[src/rtl/shift_unit.sv]
// Iterative shifter: loads an operand on start, then shifts it one bit per clock
// for the selected amount, pulsing done when data_out holds the result.
module shift_unit #(
  parameter int DATA_W      = 32,
  parameter int SHAMT_W     = 5,
  parameter int CONST_SHAMT = 16
) (
  input  logic               clk,
  input  logic               reset,
  input  logic               start,
  input  logic [1:0]         op,
  input  logic [1:0]         src_sel,
  input  logic [DATA_W-1:0]  data_in,
  input  logic [SHAMT_W-1:0] b_in,
  input  logic [SHAMT_W-1:0] instr_shamt,
  output logic [DATA_W-1:0]  data_out,
  output logic [SHAMT_W-1:0] shamt_out,
  output logic               busy,
  output logic               done
);

  typedef enum logic [1:0] {
    S_IDLE  = 2'd0,
    S_SHIFT = 2'd1,
    S_DONE  = 2'd2
  } state_t;

  localparam logic [1:0] OP_SLL = 2'b00;
  localparam logic [1:0] OP_SRL = 2'b01;
  localparam logic [1:0] OP_SRA = 2'b10;
  localparam logic [SHAMT_W-1:0] LP_CONST = SHAMT_W'(CONST_SHAMT);
  localparam logic [SHAMT_W-1:0] LP_ONE   = SHAMT_W'(1);

  state_t              r_state;
  state_t              w_state_nxt;
  logic [DATA_W-1:0]   r_data;
  logic [SHAMT_W-1:0]  r_cnt;
  logic [SHAMT_W-1:0]  r_shamt;
  logic [1:0]          r_op;
  logic [SHAMT_W-1:0]  w_amt;
  logic                w_accept;

  function automatic logic [DATA_W-1:0] shift_one(input logic [DATA_W-1:0] d,
                                                  input logic [1:0] o);
    case (o)
      OP_SLL:  shift_one = {d[DATA_W-2:0], 1'b0};
      OP_SRL:  shift_one = {1'b0, d[DATA_W-1:1]};
      OP_SRA:  shift_one = {d[DATA_W-1], d[DATA_W-1:1]};
      default: shift_one = {d[0], d[DATA_W-1:1]};
    endcase
  endfunction

  always_comb begin
    w_amt = '0;
    case (src_sel)
      2'b00:   w_amt = b_in;
      2'b01:   w_amt = LP_CONST;
      2'b10:   w_amt = instr_shamt;
      default: w_amt = '0;
    endcase
  end

  // start is only honoured outside SHIFT, so a mid-shift request cannot disturb the operation
  assign w_accept = start && (r_state != S_SHIFT);

  always_ff @(posedge clk) begin
    if (reset) r_state <= S_IDLE;
    else       r_state <= w_state_nxt;
  end

  always_comb begin
    w_state_nxt = r_state;
    case (r_state)
      S_SHIFT: begin
        if (r_cnt == LP_ONE) w_state_nxt = S_DONE;
      end
      default: begin
        if (start) w_state_nxt = (w_amt == '0) ? S_DONE : S_SHIFT;
        else       w_state_nxt = S_IDLE;
      end
    endcase
  end

  always_ff @(posedge clk) begin
    if (reset) begin
      r_data  <= '0;
      r_cnt   <= '0;
      r_shamt <= '0;
      r_op    <= '0;
    end else if (w_accept) begin
      r_data  <= data_in;
      r_cnt   <= w_amt;
      r_shamt <= w_amt;
      r_op    <= op;
    end else if (r_state == S_SHIFT) begin
      r_data  <= shift_one(r_data, r_op);
      r_cnt   <= r_cnt - LP_ONE;
    end
  end

  assign data_out  = r_data;
  assign shamt_out = r_shamt;
  assign busy      = (r_state == S_SHIFT);
  assign done      = (r_state == S_DONE);

endmodule

[config.mk]
export PLATFORM = sky130hd
export DESIGN_NAME = shift_unit
export DESIGN_NICKNAME = d
export VERILOG_FILES = /design/src/rtl/shift_unit.sv
export SDC_FILE = /design/constraint.sdc
export NUM_CORES = 1
export LEC_CHECK = 0
export CAP_MARGIN = 20
export CELL_PAD_IN_SITES_DETAIL_PLACEMENT = 0
export CELL_PAD_IN_SITES_GLOBAL_PLACEMENT = 1
export CORE_MARGIN = 4
export CORE_UTILIZATION = 45
export CTS_CLUSTER_DIAMETER = 60
export DETAILED_ROUTE_END_ITERATION = 10
export DONT_BUFFER_PORTS = 1
export GPL_TIMING_DRIVEN = 0
export PLACE_DENSITY = 0.82
export SLEW_MARGIN = 20
export SYNTH_ARGS = -nofsm -noshare
export SYNTH_HDL_FRONTEND = slang
export SYNTH_SLANG_ARGS = --single-unit
[constraint.sdc]
create_clock -name clk -period 1.6 [get_ports clk]
set_input_delay 0.32 -clock clk [delete_from_list [all_inputs] [get_ports clk]]
set_output_delay 0.32 -clock clk [all_outputs]
set_load 0.05 [all_outputs]
==> results.yml, run 1 <==
sta:
  setup_viol: 0
  finalCriticalPeriod_ps: 1539
  fin_tns_setup_ps: 0
  period_share_pct: 96.18
  timing_hold_violations_final: 0
  tightest_slew_ps: 623.9
  timing.fmax_mhz: 649.8
  rsz0062_at_grt: "no"
  report.final.slew_viol_count: 0
  relSlewSlack_pct: 58.35
  skew_ps: 11.96
cts:
  cts_root_buf: "clkbuf_8"
  cts_tree: "done"
  clk_path_buf_depth: 2
  path_clk_slew_ps: 90
  cts_buffers: 5
  h-tree-depth: 2
  insertion_delay_ps: 310
  cts_sinks: 46
global_routing:
  grt_usage_pct: 21.42
  grt_max_degree: 15
  overflow: 0
  grt_first_pass_wirelength_um: 12300
  grt_pass1_vias: 2358
  antenna_found_initial: 0
setup_path:
  timing.rr.end: "r_cnt[2]"
  cp_max_fo: 6
  r2r_slack_ps: 90
  worst_ep_required_time_ps: 1280
  endpoint_kind: "output port"
  rr_startpoint: "r_state[1]"
  crit_arrival_ps: 1220
  crit_type: "reg -> out"
  r2r_cells: 7
  start_kind: "flip-flop"
synthesis:
  synth_cell_types: 32
  syn-cell-area_um2: 2519
  syn_inst: 316
  yosys_register_bits: 46
  syn_nets: 367
  postSynthAreaPerCell_um2: 7.970
  ys.warnings.count: 0
  ys_seq_area_share_pct: 36.56
detailed_routing:
  via_per_inst: 6.121
  drtIter0Drc: 128
  post_drt_wl_per_cell_um: 18.50
  ant_nets: 0
  vias: 2479
  routed_wl_um: 7491
  drt_first_pass_iters: 4
  drc: 0
min_path:
  holdPathStages: 2
  min_from: "op[1]"
  holdPathEnd: "r_op[1]"
  hold_path.class: "in -> reg"
layout:
  final_layout_size_suffix_gt1_share_pct: 13.43
  final_nets: 385
  final_core_util_pct: 54.32
  multi_input_area_um2: 1431
  area_delta_synth_final_pct: 13.66
  nFillCells: 514
  antennaDiodeCount: 0
  regArea_um2: 923.4
  final_cells: 405
floorplan:
  rows: 26
  die_area_um2: 6858
  initial_core_util_pct: 47.79
  core_area_um2: 5270
  die_h_um: 82.82
  io_pins: 88
  die_w_um: 82.82
placement:
  placedCellCount: 386
  hpwlAfterDp_um: 5208
  place.gp.congestion: 0.7697
  io_buffers: 0
pwr:
  p_per_area_nw_per_um2: 1126
  ir_drop_v: 0.0004277
  power.leakage_uw: 0.0009604
flow_run:
  maxCapViolations: 0
status:
  outcome: "completed"
sequential cells by signal (all words and copies together), names as in the netlist:
| signal | count |
|---|---|
| r_cnt | 5 |
| r_state | 2 |
| r_op | 2 |
| shamt_out | 5 |
| data_out | 32 |
worst max-delay path, cell delays in order, from the launching register on:
cell and delay [ps]:
dfxtp_2 330, nand2b_1 110, buf_6 140, clkinv_8 70, buf_12 120, buf_12 140
cells by family after synthesis:
family | after synthesis | share of synthesized area [%]
mux | 5 | 1.987
fa+ha+maj | 2 | 0.9934
buf+inv | 38 | 6.706
simple gates | 104 | 21.06
flops | 46 | 36.56
compound gates | 121 | 32.69
final cells by class:
type	instances	share of cell area (%)
clock buffer	7	3.365
tap	70	3.059
inverter	5	1.093
buffer	33	6.425
clock inverter	1	0.3059
timing repair buffer	11	3.496
multi-input combinational	232	50.00
sequential	46	32.26
layer usage:
layer	track usage, %	wire length (um)
met5	0	0
met4	5.498	60
met3	7.426	569
met2	34.18	3531
met1	27.62	3330
where the power goes:
group,leakage [uW],internal (uW),switching [uW]
Sequential,0.000381,1260,454
Clock,0.0000544,397,432
Combinational,0.000525,299,380
stage by stage:
stage / instance area (um2) / hold slack, ps / total power, uW / setup WS, ps
final: 2863 / 153.9 / 3223 / 61.09
after global routing: 2863 / 144.1 / 3385 / 1.173
after CTS: 2748 / 145.4 / 3166 / -28.67
after global placement: 2606 / 469.0 / 2327 / -72.59
after floorplan: 2519 / 456.0 / 2172 / 128.3
after detailed placement: 2606 / 480.1 / 2337 / -80.69
how the worst max path moves through the flow:
| stage | from | endpoint | cells past startpoint | slack (ps) |
|---|---|---|---|---|
| after floorplan | r_state[1] | busy | 5 | 130 |
| final | r_state[1] | busy | 5 | 60 |
| after CTS | r_state[1] | busy | 5 | -30 |
| after global routing | r_state[1] | r_cnt[3] | 7 | 1 |
| after detailed placement | r_state[1] | r_state[0] | 7 | -80 |
| after global placement | r_state[1] | data_out[25] | 6 | -70 |
cells in the mapped netlist (all sizes together):
cell	number	area share [%]
mux2i	5	2.0
clkbuf	16	2.4
nand3	3	0.60
nor3	4	0.79
a2111oi	1	0.60
o311ai	1	0.35
and2	1	0.25
o22ai	1	0.25
a31oi	2	0.50
ha	2	0.99
a221oi	1	0.35
nor2b	31	7.7
or3	4	0.99
nand2	42	6.3
buf	17	3.6
and3	1	0.25
a211o	1	0.35
nor4b	1	0.60
inv	5	0.74
a21oi	16	3.2
a311oi	30	10
nand4bb	1	0.45
nor2	11	1.6
a211oi	32	9.5
nand3b	1	0.30
nor4	2	0.75
o21ai	36	7.2
nand2b	2	0.50
dfxtp	46	37
what timing repair did:
| item | 4_1_cts | 5_1_grt |
|---|---|---|
| setup endpoints to repair | 11 | 20 |
| hold buffers | 0 | 0 |
| buffers inserted | 0 | 10 |
| resized for setup | 11 | 8 |
| gates cloned | 0 | 1 |
| pin swaps | 0 | 0 |
| endpoints found under the hold margin | 0 | 0 |
layout by cell type (no fill, tap or decap), drive strengths merged:
cell | synthesis | layout
inv | 5 | 4
nand3b | 1 | 1
nor2b | 31 | 31
mux2i | 5 | 5
clkinv | 0 | 2
o22ai | 1 | 1
ha | 2 | 2
nand2 | 42 | 42
a311oi | 30 | 30
a21oi | 16 | 16
buf | 17 | 27
and2 | 1 | 1
o21ai | 36 | 36
nor3 | 4 | 4
nand4bb | 1 | 1
nand3 | 3 | 3
and3 | 1 | 1
o311ai | 1 | 1
a211o | 1 | 1
clkbuf | 16 | 24
a2111oi | 1 | 1
nor4b | 1 | 1
nand2b | 2 | 2
a221oi | 1 | 1
nor2 | 11 | 11
dfxtp | 46 | 46
or3 | 4 | 4
a31oi | 2 | 2
nor4 | 2 | 2
a211oi | 32 | 32
No activity file was read; power rests on OpenSTA's default activity.
==> inputs of run 2 (changes only) <==
--- a/config.mk
+++ b/config.mk
@@ -13,8 +13,9 @@
 export CTS_CLUSTER_DIAMETER = 60
 export DETAILED_ROUTE_END_ITERATION = 10
 export DONT_BUFFER_PORTS = 1
-export GPL_TIMING_DRIVEN = 0
+export GPL_TIMING_DRIVEN = 1
 export PLACE_DENSITY = 0.82
+export SKIP_LAST_GASP = 1
 export SLEW_MARGIN = 20
 export SYNTH_ARGS = -nofsm -noshare
 export SYNTH_HDL_FRONTEND = slang
==> run 2 against run 1 <==
  * Wire length decreased by 13%
  * Fmax is 2.5% higher
  * Clock-buffer cell count fell by 1
  * Sequential cell count stayed put
  * Cell count up 0.74%
  * Register-to-register slack improved by 90 ps
  * Clock skew down 1.5 ps
==> results.yml, run 2 (same netlist as run 1, synthesis figures left out) <==
sta:
  fin_tns_setup_ps: 0
  period_share_pct: 93.82
  finalCriticalPeriod_ps: 1501
  setup_viol: 0
  rsz0062_at_grt: "no"
  timing_hold_violations_final: 0
  skew_ps: 10.44
  hold_slack_ps: 83.20
  tightest_slew_ps: 517.3
  timing.fmax_mhz: 666.2
  report.final.slew_viol_count: 0
  relSlewSlack_pct: 65.47
layout:
  largest_register_ffs: 32
  antennaDiodeCount: 0
  final_nets: 388
  nFillCells: 505
  final_cells: 408
  regArea_um2: 920.9
  multi_input_area_um2: 1434
  final_common_cell: "dfxtp_1"
  final_cell_mix: "46 x dfxtp_1, 45 x buf_4, 42 x nand2_1"
  area_delta_synth_final_pct: 17.68
  final_cell_area_um2: 2964
  final_layout_size_suffix_gt1_share_pct: 17.75
floorplan:
  initial_core_util_pct: 47.79
  rows: 26
  core_area_um2: 5270
  die_w_um: 82.82
  io_pins: 88
  die_area_um2: 6858
  die_h_um: 82.82
setup_path:
  rr_startpoint: "r_state[1]"
  worst_ep_required_time_ps: 1280
  slowest_delay_ps: 320
  start_kind: "flip-flop"
  endpoint: "busy"
  r2r_cells: 5
  r2r_slack_ps: 180
  crit_type: "reg -> out"
  slowest_stage: "dfxtp_1"
  crit_arrival_ps: 1180
  crit_path_start: "r_state[1]"
  timing.rr.end: "data_out[31]"
  crit_chain: "nand2b_2, inv_4, buf_12"
  cp_max_fo: 25
  endpoint_kind: "output port"
global_routing:
  antenna_found_initial: 0
  grt_first_pass_wirelength_um: 11070
  overflow: 0
  grt_usage_pct: 19.00
  grt_max_degree: 71
  grt_pass1_vias: 2286
detailed_routing:
  drc: 0
  ant_nets: 0
  drt_first_pass_iters: 5
  via_per_inst: 5.968
  routed_wl_um: 6542
  drtIter0Drc: 150
  vias: 2435
  post_drt_wl_per_cell_um: 16.03
placement:
  place.gp.congestion: 0.7515
  dpl-instance-area_um2: 2801
  io_buffers: 0
  placedCellCount: 397
  hpwlAfterDp_um: 4385
cts:
  h-tree-depth: 2
  clk_path_buf_depth: 2
  cts_buffers: 5
  cts_tree: "done"
  cts_root_buf: "clkbuf_8"
  cts_sinks: 46
  insertion_delay_ps: 300
  ctsHoldBuffers: 0
  path_clk_slew_ps: 80
status:
  outcome: "completed"
pwr:
  ir_drop_v: 0.0005191
  power.total_uw: 3265
  power.leakage_uw: 0.001045
  p_per_area_nw_per_um2: 1102
min_path:
  hold_path.class: "in -> reg"
flow_run:
  maxCapViolations: 0
## run 2: layout make-up
class	count	share of cell area [%]
Tap cell	70	2.955
Multi-Input combinational cell	232	48.38
Timing Repair Buffer	47	13.17
Clock buffer	6	2.448
Clock inverter	2	1.266
Inverter	5	0.7176
Sequential cell	46	31.07
## run 2: critical path: cells and delay by family, from the launching register on
kind,cells,cell delay (ps)
AND/OR/NAND/NOR,1,230
flip-flops,1,320
buffers and inverters,2,310
## run 2: worst min-delay path by stage
stage / startpoint / endpoint / slack, ps / cells past startpoint
final: reset / shamt_out[2] / 80 / 1
after global routing: reset / data_out[31] / 60 / 1
after CTS: reset / data_out[13] / 60 / 1
after detailed placement: reset / r_cnt[4] / 400 / 1
after global placement: reset / r_cnt[2] / 390 / 1
after floorplan: op[0] / r_op[0] / 460 / 2
## run 2: stage by stage
step	util (%)	setup WS, ps
after floorplan	-	128.3
after global placement	53.16	189.0
after detailed placement	53.16	124.9
after CTS	56.34	42.84
after global routing	56.24	5.954
final	56.24	98.88
## run 2: what timing repair did
action / in CTS / in global routing
setup endpoints to repair: 1 / 7
resized for setup: 1 / 1
cloned: 1 / 0
setup buffers: 3 / 0
## run 2: routing by layer
layer | track usage, % | up-vias | wire, um
li1 | - | 1215 | -
met1 | 25.03 | 1139 | 3025
met2 | 30.10 | 75 | 2982
met3 | 5.743 | 6 | 455
met4 | 5.349 | 0 | 78
met5 | 0 | - | 0
## run 2: power by group
group | internal, uW | switching [uW] | total (uW)
Clock | 466 | 399 | 865
Combinational | 373 | 646 | 1020
Sequential | 1260 | 121 | 1380
